[config.mk]
export PLATFORM = sky130hd
export DESIGN_NAME = b1i_signal_gen
export DESIGN_NICKNAME = d
export VERILOG_FILES = /design/src/rtl/b1i_signal_gen.sv
export SDC_FILE = /design/constraint.sdc
export NUM_CORES = 1
export LEC_CHECK = 0
export BUFFER_PORTS_ARGS = -buffer_cell sky130_fd_sc_hd__buf_2
export CAP_MARGIN = 20
export CORE_MARGIN = 2
export CORE_UTILIZATION = 40
export CTS_BUF_LIST = sky130_fd_sc_hd__clkbuf_8
export CTS_CLUSTER_SIZE = 24
export DETAILED_ROUTE_END_ITERATION = 10
export PLACE_DENSITY = 0.66
export REMOVE_ABC_BUFFERS = 1
export SLEW_MARGIN = 10
export SYNTH_ARGS = -nofsm -noshare
export SYNTH_HDL_FRONTEND = slang
export SYNTH_SLANG_ARGS = --single-unit
[constraint.sdc]
create_clock -name clk -period 3.05 [get_ports clk]
set_input_delay 0.1525 -clock clk [delete_from_list [all_inputs] [get_ports clk]]
set_output_delay 0.1525 -clock clk [all_outputs]
set_load 0.02 [all_outputs]
[src/rtl/b1i_signal_gen.sv]
// BeiDou B1I IF stimulus: G1/G2 PRN chips, 8x upsampled, BPSK on an NCO carrier, 4-bit signed samples.
// First sample valid two cycles after start (code_phase=0); while sample_ready is low every output holds.
module b1i_signal_gen #(
  parameter int B1I_CODE_LENGTH      = 2046,
  parameter int B1I_SAMPLES_PER_CHIP = 8,
  parameter int B1I_SAMPLES_PER_CODE = 16368
) (
  input  logic        clk,
  input  logic        rst_n,
  input  logic        start,
  input  logic [3:0]  g2_tap_a,
  input  logic [3:0]  g2_tap_b,
  input  logic [10:0] code_phase,
  input  logic [31:0] carrier_fcw,
  input  logic [7:0]  num_codes,
  output logic [3:0]  sample_out,
  output logic        sample_valid,
  input  logic        sample_ready,
  output logic        chip_out,
  output logic        epoch,
  output logic        busy,
  output logic        done
);

  localparam int SIC_W = $clog2(B1I_SAMPLES_PER_CHIP);
  localparam int SMP_W = $clog2(B1I_SAMPLES_PER_CODE);
  localparam logic [10:0]      CHIP_LAST = 11'(B1I_CODE_LENGTH - 1);
  localparam logic [SIC_W-1:0] SIC_LAST  = SIC_W'(B1I_SAMPLES_PER_CHIP - 1);
  localparam logic [SMP_W-1:0] SMP_LAST  = SMP_W'(B1I_SAMPLES_PER_CODE - 1);
  localparam logic [11:1]      LFSR_INIT = 11'b010_1010_1010;

  typedef enum logic [1:0] {S_IDLE, S_SEEK, S_STREAM, S_DONE} state_t;

  state_t             r_state, w_state_nxt;
  logic [11:1]        r_g1, r_g2;
  logic [10:0]        r_chip_idx, r_seek_cnt;
  logic [SIC_W-1:0]   r_sic;
  logic [SMP_W-1:0]   r_smp_cnt;
  logic [7:0]         r_period;
  logic [31:0]        r_nco;
  logic [3:0]         r_tap_a, r_tap_b;
  logic [10:0]        r_code_phase;
  logic [31:0]        r_fcw;
  logic [7:0]         r_num_codes;
  logic [3:0]         r_sample;
  logic               r_chip, r_epoch, r_valid;

  // Out-of-range tap selects land on the zero padding
  function automatic logic f_tap(input logic [11:1] g, input logic [3:0] t);
    logic [15:0] ext;
    ext = {4'b0000, g, 1'b0};
    return ext[t];
  endfunction

  function automatic logic [3:0] f_lut(input logic [2:0] idx);
    case (idx)
      3'd0:    f_lut = 4'b0111;
      3'd1:    f_lut = 4'b0101;
      3'd2:    f_lut = 4'b0000;
      3'd3:    f_lut = 4'b1011;
      3'd4:    f_lut = 4'b1001;
      3'd5:    f_lut = 4'b1011;
      3'd6:    f_lut = 4'b0000;
      default: f_lut = 4'b0101;
    endcase
  endfunction

  logic              w_g1_fb, w_g2_fb, w_chip_wrap;
  logic [11:1]       w_g1_adv, w_g2_adv, w_g1_nxt, w_g2_nxt;
  logic [10:0]       w_chip_idx_adv;
  logic              w_xfer, w_sic_wrap, w_smp_wrap, w_last, w_seek_end;
  logic [31:0]       w_nco_nxt;
  logic [SMP_W-1:0]  w_smp_nxt;
  logic [2:0]        w_out_ph;
  logic [11:1]       w_out_g1, w_out_g2;
  logic [SMP_W-1:0]  w_out_smp;
  logic              w_out_chip, w_out_epoch;
  logic [3:0]        w_lut, w_out_sample;

  assign w_g1_fb        = r_g1[1] ^ r_g1[7] ^ r_g1[8] ^ r_g1[9] ^ r_g1[10] ^ r_g1[11];
  assign w_g2_fb        = r_g2[1] ^ r_g2[2] ^ r_g2[3] ^ r_g2[4] ^ r_g2[5] ^ r_g2[8] ^ r_g2[9] ^ r_g2[11];
  assign w_chip_wrap    = (r_chip_idx == CHIP_LAST);
  assign w_g1_adv       = w_chip_wrap ? LFSR_INIT : {r_g1[10:1], w_g1_fb};
  assign w_g2_adv       = w_chip_wrap ? LFSR_INIT : {r_g2[10:1], w_g2_fb};
  assign w_chip_idx_adv = w_chip_wrap ? 11'd0 : r_chip_idx + 11'd1;

  assign w_xfer     = r_valid & sample_ready;
  assign w_sic_wrap = (r_sic == SIC_LAST);
  assign w_smp_wrap = (r_smp_cnt == SMP_LAST);
  assign w_last     = w_smp_wrap && (({1'b0, r_period} + 9'd1) == {1'b0, r_num_codes});
  assign w_seek_end = (r_seek_cnt == r_code_phase);
  assign w_nco_nxt  = r_nco + r_fcw;
  assign w_g1_nxt   = w_sic_wrap ? w_g1_adv : r_g1;
  assign w_g2_nxt   = w_sic_wrap ? w_g2_adv : r_g2;
  assign w_smp_nxt  = w_smp_wrap ? '0 : r_smp_cnt + 1'b1;

  // Output registers are loaded from current state on the priming cycle, from post-transfer state afterwards
  assign w_out_ph     = r_valid ? w_nco_nxt[31:29] : r_nco[31:29];
  assign w_out_g1     = r_valid ? w_g1_nxt : r_g1;
  assign w_out_g2     = r_valid ? w_g2_nxt : r_g2;
  assign w_out_smp    = r_valid ? w_smp_nxt : r_smp_cnt;
  assign w_out_chip   = w_out_g1[11] ^ f_tap(w_out_g2, r_tap_a) ^ f_tap(w_out_g2, r_tap_b);
  assign w_out_epoch  = (w_out_smp == '0);
  assign w_lut        = f_lut(w_out_ph);
  assign w_out_sample = w_out_chip ? w_lut : (4'd0 - w_lut);

  always_ff @(posedge clk) begin
    if (!rst_n) r_state <= S_IDLE;
    else        r_state <= w_state_nxt;
  end

  always_comb begin
    w_state_nxt = r_state;
    case (r_state)
      S_IDLE:   if (start) w_state_nxt = S_SEEK;
      S_SEEK:   if (w_seek_end) w_state_nxt = (r_num_codes == 8'd0) ? S_DONE : S_STREAM;
      S_STREAM: if (w_xfer && w_last) w_state_nxt = S_DONE;
      default:  w_state_nxt = S_IDLE;
    endcase
  end

  always_comb begin
    busy = (r_state != S_IDLE);
    done = (r_state == S_DONE);
  end

  always_ff @(posedge clk) begin
    if (!rst_n) begin
      r_g1         <= LFSR_INIT;
      r_g2         <= LFSR_INIT;
      r_chip_idx   <= '0;
      r_seek_cnt   <= '0;
      r_sic        <= '0;
      r_smp_cnt    <= '0;
      r_period     <= '0;
      r_nco        <= '0;
      r_tap_a      <= '0;
      r_tap_b      <= '0;
      r_code_phase <= '0;
      r_fcw        <= '0;
      r_num_codes  <= '0;
      r_sample     <= '0;
      r_chip       <= 1'b0;
      r_epoch      <= 1'b0;
      r_valid      <= 1'b0;
    end else begin
      case (r_state)
        S_IDLE: if (start) begin
          r_tap_a      <= g2_tap_a;
          r_tap_b      <= g2_tap_b;
          r_code_phase <= code_phase;
          r_fcw        <= carrier_fcw;
          r_num_codes  <= num_codes;
          r_g1         <= LFSR_INIT;
          r_g2         <= LFSR_INIT;
          r_chip_idx   <= '0;
          r_seek_cnt   <= '0;
          r_sic        <= '0;
          r_smp_cnt    <= '0;
          r_period     <= '0;
          r_nco        <= '0;
          r_sample     <= '0;
          r_chip       <= 1'b0;
          r_epoch      <= 1'b0;
          r_valid      <= 1'b0;
        end
        S_SEEK: if (!w_seek_end) begin
          r_g1       <= w_g1_adv;
          r_g2       <= w_g2_adv;
          r_chip_idx <= w_chip_idx_adv;
          r_seek_cnt <= r_seek_cnt + 11'd1;
        end
        S_STREAM: begin
          if (!r_valid) begin
            r_valid  <= 1'b1;
            r_sample <= w_out_sample;
            r_chip   <= w_out_chip;
            r_epoch  <= w_out_epoch;
          end else if (w_xfer) begin
            r_nco     <= w_nco_nxt;
            r_sic     <= w_sic_wrap ? '0 : r_sic + 1'b1;
            r_g1      <= w_g1_nxt;
            r_g2      <= w_g2_nxt;
            r_smp_cnt <= w_smp_nxt;
            if (w_sic_wrap) r_chip_idx <= w_chip_idx_adv;
            if (w_smp_wrap) r_period <= r_period + 8'd1;
            if (w_last) begin
              r_valid  <= 1'b0;
              r_sample <= '0;
              r_chip   <= 1'b0;
              r_epoch  <= 1'b0;
            end else begin
              r_sample <= w_out_sample;
              r_chip   <= w_out_chip;
              r_epoch  <= w_out_epoch;
            end
          end
        end
        default: ;
      endcase
    end
  end

  assign sample_out   = r_sample;
  assign sample_valid = r_valid;
  assign chip_out     = r_chip;
  assign epoch        = r_epoch;

endmodule
* Yosys cells after proc, flatten, opt, wreduce, memory -nomap -nowiden *
Cells that the tools add are included.

storage, ports and cells
  output and inout port bits = 9
  word-level logic and storage cells = 160
  flip-flop bits (word level) = 169
  input port bits = 63

cells by class
  mux-type cells = 74
  equal/unequal tests = 22
  reductions and logical operators = 21
  $lt $le $gt $ge = 2
  bitwise logic cells = 15
  add/sub/neg operators = 8

operators with widths
  operator               number
  $mux 11                20
  $pmux 11 s3            3
  $mux 32                3
  $mux 14                5
  $pmux 32 s2            1
  $add 32x32->32         1
  $mux 8                 4
  $pmux 14 s2            1
  $add 11x1->11 const B  2
  $pmux 11 s2            1
  $mux 4                 5
  $ne 2x2->1 const B     8
  $pmux 4 s4             1
  $pmux 8 s2             1
  $mux 3                 5
  $add 14x1->14 const B  1
  $eq 14x14->1 const B   1
  $logic_not 14->1       1
  $xor 1x1->1            14
  $mux 1                 13
  $eq 3x3->1 const B     4
  $eq 11x11->1           1
  $eq 11x11->1 const B   1
  $lt 4x5->1 const B     2
  28 further kinds       43

* Longest topological paths before layout *
Gate-level depths: netlist (run 1).

  depth in word-level cells = 19
  depth in mapped cells = 14
  gate-level depth less buffers = 14

* Worst setup path before layout (run 1) *
No wires, ideal clock.

  kind = reg-to-reg
  from = register r_nco[12]
  to = register r_sample[1] (netlist: sample_out[1])
  data required time = 2.981 ns
  library setup time = 0.069 ns
  path slack = -0.141 ns
  cell stages (with the launch flop) = 14
  path buffers = 0
  clock period less this slack = 3.191 ns
  data arrival time = 3.122 ns
  cell sequence = dfxtp_1 ha_1 a21o_1 a221o_1 a2bb2oi_1 a21oi_1 or2_2 o211ai_1 xor2_1 mux2_2 ha_1 inv_1 mux2_2 o21ai_1

between the ends
  word-level cells in the longest chain between the ends = 11
  elaborated cells between the ends (all ways) = 17
  those cells by class = 2 x add/sub; 5 x eq/ne; 7 x mux; 3 x reduce/logical

RTL lines
  what                                             line  source
  from (decl)                                      40    logic [31:0] r_nco;
  from (signal assigned)                           180   r_nco <= w_nco_nxt;
  $add 32x32->32 *                                 92    assign w_nco_nxt = r_nco + r_fcw;
  $mux 3 *                                         98    assign w_out_ph = r_valid ? w_nco_nxt[31:29] : r_nco[31:29];
  $eq 3x3->1 / $eq 3x2->1 (equally long branches)  56    case (idx)
  $reduce_or 2->1 (no source line)                 -
  $pmux 4 s4 *                                     56
  $sub 1x4->4                                      105   assign w_out_sample = w_out_chip ? w_lut : (4'd0 - w_lut);
  $mux 4 *                                         105
  $mux 4                                           187   if (w_last) begin
  $mux 4                                           179   end else if (w_xfer) begin
  $mux 4 *                                         174   if (!r_valid) begin
  $pmux 4 s2 *                                     147   case (r_state)
  to (signal assigned)                             176   r_sample <= w_out_sample;
  to (signal assigned)                             193   r_sample <= w_out_sample;
  to (decl)                                        45    logic [3:0] r_sample;

Every way passes the cells marked *; elsewhere a longest branch is shown, timed or not. The select of a mux whose other input is x is not followed.
A chain may end at the register's enable or synchronous reset.

* Worst setup path in the final report (run 1) *
  from = register r_nco[4]
  to = register r_sample[1] (netlist: sample_out[1])

Same word-level chain as after synthesis.

==> results of run 1 <==
## what timing repair did
action                                  in CTS  in global routing
gates cloned                                 0                  0
hold endpoints to repair                    59                  0
endpoints found under the setup margin       3                  8
buffers inserted                             4                 11
hold buffers                                59                  0
pin swaps                                   13                 24
gates resized for setup                     38                 54
## final timing paths
kind | end | slack, ps
setup / recovery | sample_out[1] | -130
setup reg to reg | sample_out[1] | -130
hold reg to reg | r_fcw[3] | 470
hold / removal | sample_valid | 150
## registers in the layout, indices dropped and copies added (netlist names)
register,count
sample_valid,1
r_g2,11
r_seek_cnt,11
r_code_phase,11
chip_out,1
r_chip_idx,11
r_g1,11
r_smp_cnt,14
r_tap_b,4
epoch,1
r_period,8
sample_out,4
r_tap_a,4
r_sic,3
r_num_codes,8
r_state,2
r_fcw,32
r_nco,32
## logic make-up after synthesis
kind of cell | synth area share, %
AO/OA/AOI/OAI | 23.6
XOR/XNOR | 7.82
adder cells (fa/ha/maj) | 5.79
buffers and inverters | 3.88
flip-flops | 35.1
multiplexers | 1.35
AND/OR/NAND/NOR | 22.5
## stage by stage
stage	cell area [sq um]	instances
finish	12600	1762
floorplan	9350	1152
global placement	11000	1656
detailed placement	11000	1656
global route	12600	1762
CTS	12200	1751
## power by group through the flow
stage	sequential, mW	combinational, mW	clock, mW
2_1_floorplan	2.71	1.92	0
3_3_place_gp	2.73	3.05	0
3_5_place_dp	2.74	3.09	0
4_1_cts	2.70	3.18	1.68
5_1_grt	2.75	3.62	1.77
6_report	2.72	3.25	1.62
## layer usage
metal | routed length (um) | up-vias | GRT usage, %
met4 | 432 | 0 | 5.70
met1 | 12500 | 4492 | 27.0
met3 | 810 | 32 | 2.74
met2 | 11800 | 168 | 33.2
met5 | 0 | - | 0
li1 | - | 4797 | -
## cell usage in the layout (no fill, tap or decap), types with 22 or more instances in the layout
| master | instances |
|---|---|
| buf_2 | 71 |
| xor2_1 | 28 |
| nand3_1 | 41 |
| xnor2_1 | 48 |
| o21ai_0 | 48 |
| a22oi_1 | 35 |
| nor2_1 | 129 |
| dfxtp_1 | 149 |
| a21oi_1 | 129 |
| dlygate4sd3_1 | 59 |
| buf_4 | 125 |
| nand2_1 | 181 |
| ha_1 | 24 |
| inv_1 | 22 |
## worst register-to-register path, cell delays in order, from the launching register on
cell      delay [ps]
dfxtp_1          360
ha_4             280
buf_4            120
o211ai_1         100
o211ai_1         290
nand4b_1         280
a21oi_2          280
or2_4            140
o211ai_1         140
xor2_1           180
mux2_4           300
ha_4             260
inv_1             30
mux2_2           250
o21ai_1          120
## cell type report
class	instances	area, sq um
Sequential cell	169	3410
Timing Repair Buffer	259	1950
Clock inverter	15	174
Multi-Input combinational cell	959	6310
Inverter	24	92.6
Fill cell	2244	11000
Tap cell	319	399
Clock buffer	17	234
==> flow_summary.yaml, run 1 <==
sta:
  finalHoldWorstSlack_ps: 154
  setup_tns_ps: -126
  period_share_pct: 104
  final.setup.worst_slack_ps: -126
  fin_worst_skew_ps: 19.5
  slew_viol_final: 0
  rsz0062_at_grt: "true"
  tightest_slew_ps: 892
  slew-limit-headroom_pct: 40.5
  fmax_ghz: 0.315
  setup_viol: 1
  fin_crit_ps: 3180
  hold_viol: 0
pwr:
  swShare_pct: 41.3
  ir_drop_mv: 0.439
  cellPowerDensity_nw_per_um2: 604
  p_leak_nw: 5.04
  pwr-share-comb_pct: 42.8
  total_power_mw: 7.59
  intPower_mw: 4.45
  switching_power_mw: 3.14
  clkPwrFrac_pct: 21.4
  pwr-share-seq_pct: 35.8
setup_path:
  startpoint: "r_nco[4]"
  reg2reg_from: "r_nco[4]"
  crit_family: "compound AO/OA/AOI/OAI gates"
  critPathMaxStageDelay_ps: 360
  start_kind: "flip-flop"
  critPathMostFrequentCell: "o211ai_1"
  critical_path_arrival_ps: 3590
  crit_required_ps: 3470
  cp_slowest_cell: "dfxtp_1"
  cp_max_fo: 3
  end_kind: "flip-flop"
  critical_path_depth: 14
  reg2regPathDepth: 14
  crit_chain: "ha_4, buf_4, o211ai_1, o211ai_1, nand4b_1, a21oi_2, or2_4, o211ai_1, xor2_1, mux2_4, ha_4, inv_1, mux2_2, o21ai_1"
  crit_type: "reg2reg"
  critPathBufInv: 2
global_routing:
  grt_first_pass_wirelength_mm: 42.7
  antenna_found_initial: 0
  grt_max_degree: 84
  overflow: 0
  grtUsageTotal_pct: 19.9
  grt_pass1_vias: 9047
clock_network:
  clock_path_buffers: 2
  htreeDepth: 4
  clk_latency_ps: 480
  numCtsBuffers: 17
  cts_tree: "yes"
  cts_num_sinks: 169
  cts_root_buf: "clkbuf_8"
  clkTransAtPathRegs_ps: 100
die:
  top_level_ports: 72
  num_rows: 56
  die_area_sq_um: 25300
  start_util_pct: 40.9
  die_w_um: 159
  core_sq_um: 23500
  die_h_um: 159
logic_synthesis:
  synthArstFlopShare_pct: 0
  yosysWarnings: 0
  synth_flop_cell: "dfxtp_1"
  synth.area.top_cells: "dfxtp_1 35%, nand2_1 7.1%, a21oi_1 6.9%, ha_1 5.6%, nor2_1 5.0%"
  syn_avg_cell_area_sq_um: 7.90
  synth_most_common_cell: "nand2_1"
  syn_area_sq_um: 9640
  synthTopCellsByCount: "183 x nand2_1, 169 x dfxtp_1, 132 x a21oi_1"
  yosysTopAreaCellShare_pct: 35.1
  synth_edf_count: 0
  ys_types: 79
  synth-seq-cells: 169
  synthCells: 1220
  ys_seq_area_share_pct: 35.1
  post-synth-top-area-cell: "dfxtp_1"
layout:
  fin_util_pct: 53.4
  area_delta_synth_final_pct: 30.4
  diodes: 0
  drive_gt1_share_pct: 22.5
  fin_nets: 1537
worst_hold_path:
  holdPathStages: 4
  hold_path_class: "in2reg"
  min_from: "start"
run:
  max_cap_violations: 0
routing:
  first_pass_iters: 5
  wire_per_inst_um: 14.5
  vias: 9489
  drtIter0Drc: 594
  wl_mm: 25.5
  drc_errors: 0
  viasPerCell: 5.39
  ant_nets: 0
placed_design:
  post-place-ws_ps: -397
  gp_congestion: 0.869
  io_buffers: 71
  hpwlAfterDp_mm: 17.6
outcome:
  status: "complete, but fails checks"
  violations: "setup timing"
Note: power is estimated with default switching activity, not from simulation.
==> run 2: changes to the inputs <==
--- a/config.mk
+++ b/config.mk
@@ -12,8 +12,8 @@
 export CTS_BUF_LIST = sky130_fd_sc_hd__clkbuf_8
 export CTS_CLUSTER_SIZE = 24
 export DETAILED_ROUTE_END_ITERATION = 10
-export PLACE_DENSITY = 0.66
 export REMOVE_ABC_BUFFERS = 1
+export SETUP_SLACK_MARGIN = 0.05
 export SLEW_MARGIN = 10
 export SYNTH_ARGS = -nofsm -noshare
 export SYNTH_HDL_FRONTEND = slang
==> flow_summary.yaml, run 2 (synthesis gave the netlist of run 1 again) <==
sta:
  period_share_pct: 103
  fin_worst_skew_ps: 13.8
  rsz0062_at_grt: "true"
  setup_viol: 1
  fmax_ghz: 0.317
  final.setup.worst_slack_ps: -104
  setup_tns_ps: -104
  slew-limit-headroom_pct: 51.9
  tightest_slew_ps: 722
  slew_viol_final: 0
  hold_viol: 0
  fin_crit_ps: 3150
clock_network:
  cts_root_buf: "clkbuf_8"
  cts_num_sinks: 169
  clk_latency_ps: 460
  clock_path_buffers: 2
  clkTransAtPathRegs_ps: 90
  numCtsBuffers: 17
  htreeDepth: 4
  cts_tree: "yes"
global_routing:
  grt_pass1_vias: 8928
  grtUsageTotal_pct: 20.2
  antenna_found_initial: 0
  grt_max_degree: 100
  grt_first_pass_wirelength_mm: 43.3
  overflow: 0
setup_path:
  reg2reg_from: "r_nco[12]"
  start_kind: "flip-flop"
  end_kind: "flip-flop"
  cp_max_fo: 4
  crit_required_ps: 3440
  critical_path_arrival_ps: 3540
  startpoint: "r_nco[12]"
  crit_type: "reg2reg"
layout:
  drive_gt1_share_pct: 23.6
  area_delta_synth_final_pct: 31.7
  reg.largest.list: "r_fcw x32, r_nco x32, r_smp_cnt x14"
  layout_common_cells: "180 x nand2_1, 144 x dfxtp_1, 129 x a21oi_1, 129 x nor2_1, 117 x buf_4"
  final_cell_area_sq_um: 12700
  fillCellCount: 2280
  fin_nets: 1533
  fin_util_pct: 53.9
  final_common_cell: "nand2_1"
  diodes: 0
routing:
  wl_mm: 26.0
  vias: 9426
  drc_errors: 0
  drtIter0Drc: 646
  ant_nets: 0
  first_pass_iters: 5
  viasPerCell: 5.36
  wire_per_inst_um: 14.8
worst_hold_path:
  hold_path_class: "in2reg"
  min_from: "rst_n"
outcome:
  violations: "setup timing"
  status: "complete, but fails checks"
pwr:
  cellPowerDensity_nw_per_um2: 597
  ir_drop_mv: 0.406
  total_power_mw: 7.57
  p_leak_nw: 5.03
placed_design:
  hpwlAfterDp_mm: 17.3
  post-place-ws_ps: -405
  io_buffers: 71
  gp_congestion: 0.858
  place_area_sq_um: 11000
die:
  core_sq_um: 23500
  die_h_um: 159
  die_area_sq_um: 25300
  num_rows: 56
  top_level_ports: 72
  start_util_pct: 40.9
  die_w_um: 159
run:
  max_cap_violations: 0
-- run 2: layout make-up --
type	instances	area (sq um)	share of cell area [%]
multi-input combinational	959	6450	50.9
sequential	169	3410	26.9
timing repair buffer	255	1950	15.4
tap	319	399	3.15
clock buffer	18	248	1.95
clock inverter	14	126	0.996
inverter	24	92.6	0.730
-- run 2: worst max-delay path, stage by stage, from the launching register on --
cell,delay (ps)
dfxtp_2,350
ha_4,250
a21o_1,180
a221o_1,350
a2bb2oi_2,130
buf_4,140
a21oi_2,60
or2_2,280
o211ai_1,200
buf_4,160
xor2_1,60
mux2_4,290
ha_4,260
inv_2,20
mux2_4,250
o21ai_2,100
-- run 2: power by group --
group          total (mW)  switching, mW  internal, mW
clock                1.55          0.878         0.668
combinational        3.31           1.92          1.39
sequential           2.71          0.246          2.47
total                7.57           3.04          4.53
-- run 2: through the flow --
stage | hold WS [ps] | instances
after floorplan | 286 | 1152
after global placement | 392 | 1656
after detailed placement | 398 | 1656
after CTS | 121 | 1753
after global routing | 116 | 1758
final | 135 | 1758
-- run 2: final timing paths --
kind                                 endpoint  slack [ps]  depth (start not counted)
worst min register to register      r_fcw[20]         470                          2
worst min-delay path                r_nco[31]         140                          2
worst max register to register  sample_out[1]        -100                         15
worst max-delay path            sample_out[1]        -100                         15
-- run 2: timing repair --
action,in CTS,in global routing
endpoints found under the setup margin,6,9
pin swaps,16,33
resized for setup,39,87
buffers inserted,6,5
endpoints found under the hold margin,59,0
hold buffers,59,0
-- run 2: layer usage --
layer  GRT usage, %  vias to the layer above  share of wire, %  routed length (um)
li1               -                     4795                 -                   -
met1           27.4                     4411                48               12500
met2           33.2                      192                46               12000
met3           3.46                       28               3.8                 990
met4           5.62                        0               1.8                 463
met5              0                        -                 0                   0
